==> src/rtl/gf_minv.sv <==
// Sequential GF(2^8) exponentiation: out15 = s0 * a^d mod (x^8 + p).
// Square-and-multiply, one exponent bit per cycle LSB first, fixed 8-cycle run.

module gf_mul8 (
  input  logic [7:0] x,
  input  logic [7:0] y,
  input  logic [7:0] poly,
  output logic [7:0] z
);
  logic [7:0] pp;

  // Carry-less shift-and-add; each left shift that drops bit 7 folds in poly.
  always_comb begin
    z  = 8'h00;
    pp = x;
    for (int i = 0; i < 8; i++) begin
      if (y[i]) z = z ^ pp;
      pp = {pp[6:0], 1'b0} ^ (pp[7] ? poly : 8'h00);
    end
  end
endmodule

module gf_minv (
  input  logic       clk,
  input  logic       rst,
  input  logic       start,
  input  logic [7:0] a,
  input  logic [7:0] d,
  input  logic [7:0] p,
  input  logic [7:0] s0,
  output logic       busy,
  output logic       done,
  output logic [7:0] out15
);
  typedef enum logic [1:0] {IDLE, RUN, FIN} state_t;

  state_t     state, state_nxt;
  logic [7:0] base, acc, e, poly;
  logic [2:0] cnt;
  logic [7:0] mul_z, sq_z;

  gf_mul8 u_mul (.x(acc),  .y(base), .poly(poly), .z(mul_z));
  gf_mul8 u_sq  (.x(base), .y(base), .poly(poly), .z(sq_z));

  always_ff @(posedge clk) begin
    if (rst) state <= IDLE;
    else     state <= state_nxt;
  end

  always_comb begin
    state_nxt = state;
    case (state)
      IDLE:    if (start) state_nxt = RUN;
      RUN:     if (cnt == 3'd7) state_nxt = FIN;
      FIN:     state_nxt = IDLE;
      default: state_nxt = IDLE;
    endcase
  end

  always_ff @(posedge clk) begin
    if (rst) begin
      base  <= 8'h00;
      acc   <= 8'h00;
      e     <= 8'h00;
      poly  <= 8'h00;
      cnt   <= 3'd0;
      busy  <= 1'b0;
      done  <= 1'b0;
      out15 <= 8'h00;
    end else begin
      done <= 1'b0;
      case (state)
        IDLE: if (start) begin
          base <= a;
          acc  <= s0;
          e    <= d;
          poly <= p;
          cnt  <= 3'd0;
          busy <= 1'b1;
        end
        RUN: begin
          if (e[0]) acc <= mul_z;
          base <= sq_z;
          e    <= e >> 1;
          cnt  <= cnt + 3'd1;
        end
        // acc holds the final product here; publish it and drop busy.
        FIN: begin
          out15 <= acc;
          done  <= 1'b1;
          busy  <= 1'b0;
        end
        default: ;
      endcase
    end
  end
endmodule

==> config.mk <==
export PLATFORM = sky130hd
export DESIGN_NAME = gf_minv
export DESIGN_NICKNAME = d
export VERILOG_FILES = /design/src/rtl/gf_minv.sv
export SDC_FILE = /design/constraint.sdc
export NUM_CORES = 1
export LEC_CHECK = 0
export BUFFER_PORTS_ARGS = -buffer_cell sky130_fd_sc_hd__clkbuf_2
export CAP_MARGIN = 40
export CORE_ASPECT_RATIO = 1.2
export CORE_MARGIN = 4
export CORE_UTILIZATION = 63
export DETAILED_ROUTE_END_ITERATION = 8
export HOLD_SLACK_MARGIN = 0.1
export MAX_ROUTING_LAYER = met4
export PLACE_DENSITY = 0.83
export SLEW_MARGIN = 25
export SYNTH_ARGS = -nofsm -noshare
export SYNTH_HDL_FRONTEND = slang
export SYNTH_SLANG_ARGS = --single-unit
==> constraint.sdc <==
create_clock -name clk -period 5.1 [get_ports clk]
set_input_delay 0.51 -clock clk [delete_from_list [all_inputs] [get_ports clk]]
set_output_delay 0.51 -clock clk [all_outputs]
set_load 0.05 [all_outputs]
# Word-level counts from Yosys, hierarchy flattened
# Cells that the tools add are included.
# totals
reg_bits	47
input_bits	35
out_inout_bits	10
elab_cells	97
# op_classes
add_sub_neg	1
eq_ne	6
muxes	45
n_bitwise	28
reduce_logical	8
# ops
op	count
two-way mux 8 bit	34
XOR 8 bit	28
case mux 8 bit (2 select lines)	3
AND reduction 2 bit	4
!= test 2 bit, second input constant	3
case mux 3 bit (2 select lines)	1
two-way mux 2 bit	2
case mux 2 bit (2 select lines)	1
nonzero test 2 bit	2
adder 3 x 1 -> 3 bit, second input constant	1
equality test 3 bit, second input constant	1
two-way mux 3 bit	1
AND reduction 3 bit	1
equality test 2 x 1 -> 1 bit, second input constant	1
equality test 2 bit, second input constant	1
logical NOT 2 bit	1
two-way mux 1 bit	2
case mux 1 bit (2 select lines)	1

# Depth between registers and ports, before layout
# logic_depth
word_depth	18
depth_mapped	17
depth_no_buf	13

# Cells and area by module
# Synthesis repeated with hierarchy kept, for this count alone.
# unflattened
hier_cells	1103
hier_area_um2	7876.3
# modules_own_cells
mod	instances	cells_each	area_per_inst_um2	seq_area_each_um2
gf_mul8	2	448	2971.6	0.0
gf_minv	1	207	1933.1	940.9

# Worst setup path before layout
# No wires, ideal clock.
# synth_path
path_type	register to register
startpoint	register acc[6]
endpoint	register acc[0]
setup_ns	0.092
t_arrival_ns	3.434
t_required_ns	5.008
slack_ns	1.574
stages_incl_launch_ff	17
n_path_buf	3
period_less_slack_ns	3.526
cell_sequence	dfxtp_1 > clkbuf_1 > nor2_1 > o21ba_2 > nor4_1 > or2_0 > clkbuf_1 > nand4_1 > nand4_2 > mux2_2 > a2bb2oi_2 > xor2_1 > buf_4 > nand2_4 > xnor2_2 > and3_1 > o32ai_1
# synth_between
elab_chain_len	17
word_cells_on_any_way	27
cone_classes	mux (14); bitwise (13)
# synth_rtl
element	line_no	source
start: declaration	38	logic [7:0] base, acc, e, poly;
start signal: assignment	82	if (e[0]) acc <= mul_z;
XOR 8 bit *	18	pp = {pp[6:0], 1'b0} ^ (pp[7] ? poly : 8'h00);
two-way mux 8 bit *	18	
XOR 8 bit *	18	
XOR 8 bit or two-way mux 8 bit (tied branches)	17, 18	
two-way mux 8 bit or XOR 8 bit (tied branches)	17, 18	
XOR 8 bit or two-way mux 8 bit (tied branches)	17, 18	
two-way mux 8 bit or XOR 8 bit (tied branches)	17, 18	
XOR 8 bit or two-way mux 8 bit (tied branches)	17, 18	
two-way mux 8 bit or XOR 8 bit (tied branches)	17, 18	
XOR 8 bit or two-way mux 8 bit (tied branches)	17, 18	
two-way mux 8 bit or XOR 8 bit (tied branches)	17, 18	
XOR 8 bit or two-way mux 8 bit (tied branches)	17, 18	
two-way mux 8 bit or XOR 8 bit (tied branches)	17, 18	
XOR 8 bit	17	if (y[i]) z = z ^ pp;
two-way mux 8 bit *	17	
two-way mux 8 bit *	82	
case mux 8 bit (2 select lines) *	72	case (state)
# Every way passes the cells marked *; elsewhere a longest branch is shown, timed or not. The select of a mux whose other input is x is not followed.
# A chain may end at the register's enable or synchronous reset.

# Worst setup path after layout
# layout_path
startpoint	register poly[6]
endpoint	register base[6]
# layout_between
elab_chain_len	17
word_cells_on_any_way	29
cone_classes	mux (15); bitwise (14)
# layout_rtl
element	line_no	source
start: declaration	38	
start signal: assignment	77	poly <= p;
two-way mux 8 bit	18	
XOR 8 bit	18	
XOR 8 bit	17	
two-way mux 8 bit	17	
XOR 8 bit	17	
two-way mux 8 bit	17	
XOR 8 bit	17	
two-way mux 8 bit	17	
XOR 8 bit	17	
two-way mux 8 bit	17	
XOR 8 bit	17	
two-way mux 8 bit	17	
XOR 8 bit	17	
two-way mux 8 bit	17	
XOR 8 bit	17	
two-way mux 8 bit *	17	
case mux 8 bit (2 select lines) *	72	
end signal: assignment	83	base <= sq_z;
end: declaration	38	
# Every way passes the cells marked *; elsewhere a longest branch is shown, timed or not.

==> flow_metrics.py <==
metrics = {
    "logic_synthesis": {
        "yosys-top-cells-count": "nand2_1, xnor2_1, a21oi_1",
        "synth_flop_cell": "dfxtp_1",
        "yosysTopAreaCell": "xnor2_1",
        "synth_edf_count": 0,
        "synth_seq_cells": 47,
        "synth-async-reset-ratio": 0,
        "synthCells": 982,
        "avgSynthCellArea_um2": 6.84,
        "netlist_area_mm2": 0.00671,
        "seq_area_frac_synth": 0.140,
        "synth_warnings": 0,
        "synth_top_area_share": 0.166,
        "syn_nets": 1019,
        "yosysUniqueCellTypes": 86,
        "yosysMostFrequentCell": "nand2_1",
        "synth_area_leaders": "xnor2_1, dfxtp_1, nand2_1",
    },
    "placed_design": {
        "dp_hpwl_um": 14500,
        "placed_area_mm2": 0.00699,
        "gp_congestion": 1.02,
        "portBuffers": 44,
    },
    "detailed_routing": {
        "routed_wl_um": 20600,
        "vias": 7294,
        "first_iter_violations": 741,
        "dr.pass1.iters": 5,
        "wire_per_inst_um": 18.5,
        "via_per_inst": 6.57,
        "antenna_left": 0,
        "drcViolationCount": 0,
    },
    "cts": {
        "post_cts_resized": 0,
        "holdBufCountCts": 0,
        "clockRootBuffer": "clkbuf_16",
        "cts_buffer_depth": 2,
        "post_cts_buffers": 0,
        "cts.htree.levels": 2,
        "numCtsBuffers": 5,
        "clk_latency_ps": 300,
        "cts_tree": "done",
        "path_clk_slew_ps": 70,
        "clock_sink_count": 47,
    },
    "sta": {
        "worst_pin_slew_ps": 860,
        "slew_headroom": 0.426,
        "slew_violations": 0,
        "tns_ps": 0,
        "post-route-min-period_ps": 4690,
        "rsz0062_at_grt": "false",
        "fmax_mhz": 213,
        "post-route-period-util": 0.920,
        "worst_clock_skew_ps": 11.8,
        "hold_viol": 0,
        "setup-violations-final": 0,
    },
    "finish": {
        "drive_gt1_frac": 0.123,
        "fillers": 907,
        "nets": 1019,
        "final_area_mm2": 0.00719,
        "synthToLayoutAreaGrowth_pct": 7.08,
        "diodes": 0,
    },
    "floorplanning": {
        "ioPinCount": 45,
        "die_area_mm2": 0.0124,
        "core_area_mm2": 0.0105,
        "start_util": 0.642,
        "fp-row-count": 41,
        "die_w_um": 102,
        "die_y_um": 121,
    },
    "global_route": {
        "first_global_vias": 6698,
        "grt_pass1_wl_um": 33400,
        "grt.overflow.total": 0,
        "grt_max_degree": 46,
        "grt_usage": 0.342,
        "antenna_found_initial": 0,
    },
    "setup_path": {
        "critPathMaxStageDelay_ps": 800,
        "critPathMaxFanout": 24,
        "path_cells": "buf_4 -> a21oi_2 -> nor4_1 -> nor2_2 -> xnor2_1 -> nand2_1 -> xnor2_1 -> xor2_1 -> xor2_1 -> nand2_1 -> xnor3_1 -> o221ai_1",
        "required_ps": 5310,
        "cpMaxStageDelayCell": "dfxtp_1",
        "cp-start-kind": "register",
        "path_class": "register to register",
        "critPathCaptureType": "register",
        "arrival_ps": 4910,
    },
    "power_and_ir_drop": {
        "p_leak_nw": 2.40,
        "ir_worst_vdd_mv": 0.333,
        "p_per_area_mw_per_mm2": 245,
    },
    "min_path": {
        "hold_class": "primary input to register",
    },
    "run": {
        "maxCapViolations": 0,
    },
    "run_status": {
        "status": "completed",
    },
}
-- cell type report --
type                            count  area (um2)  share of cell area
Timing Repair Buffer               80         532              0.0740
Clock buffer                        5         125              0.0174
Clock inverter                      2        37.5             0.00522
Multi-Input combinational cell    836        5350               0.744
Sequential cell                    47         942               0.131
Inverter                           12        45.0             0.00627
Tap cell                          129         161              0.0225
-- final timing paths --
| path | from | to | slack (ps) | cells past startpoint |
|---|---|---|---|---|
| hold / removal | p[5] | poly[5]$_SDFFE_PP0P_ | 420 | 3 |
| setup / recovery | poly[6]$_SDFFE_PP0P_ | base[6]$_SDFFE_PP0P_ | 410 | 12 |
| setup reg to reg | poly[6]$_SDFFE_PP0P_ | base[6]$_SDFFE_PP0P_ | 410 | 12 |
| hold reg to reg | out15[3]$_SDFFE_PP0P_ | out15[3]$_SDFFE_PP0P_ | 470 | 2 |
-- worst max-delay path: cells and delay by family, from the launching register on --
family / cells / cell delay [ps]
xor+xnor: 5 / 2020
simple gates: 4 / 1100
flops: 1 / 800
buf+inv: 1 / 360
compound gates: 2 / 300
-- layout by cell type (no fill, tap or decap), types with 17 or more instances in the layout --
| cell type | instances |
|---|---|
| xor2_1 | 41 |
| nand3_1 | 29 |
| o21ai_0 | 45 |
| nor2_1 | 52 |
| o211ai_1 | 17 |
| clkbuf_2 | 44 |
| nand2_1 | 215 |
| buf_4 | 30 |
| a21oi_1 | 55 |
| dfxtp_1 | 46 |
| xnor2_1 | 127 |
-- layer usage --
layer / GRT usage / wire (um) / vias up
li1: - / - / 3413
met1: 0.455 / 8430 / 3391
met2: 0.519 / 9420 / 426
met3: 0.0403 / 1930 / 64
met4: 0.156 / 783 / 0
met5: - / 0 / -
-- metrics by stage --
step	utilization	instances	hold WS [ps]	total power (W)	setup slack, ps
6_report	0.687	1111	425	0.00176	408
4_1_cts	0.684	1109	428	0.00173	530
3_5_place_dp	0.668	1102	452	0.00135	615
3_3_place_gp	0.664	1098	444	0.00134	591
2_1_floorplan	-	982	455	0.00115	1570
5_1_grt	0.687	1111	429	0.00185	158
-- flip-flops by register name, summed over array words and instances, names as in the netlist --
name and cells:
poly 8, cnt 3, base 8, out15 8, busy 1, acc 8, done 1, state 2
e 8
-- where the power goes --
group	leakage, nW	switching (W)	internal (W)
logic	1.94	0.000568	0.000372
registers	0.386	0.0000494	0.000393
clock network	0.0759	0.000148	0.000229
total	2.40	0.000765	0.000994
-- cell families after synthesis --
family                     synth area share
adders and majority gates           0.00373
muxes                               0.00615
DFF                                   0.140
and+or+nand+nor                       0.285
xor gates and xnor gates              0.249
AOI/OAI and AO/OA                     0.252
buffers and inverters                0.0635
Power figures use the tool's default switching activity.
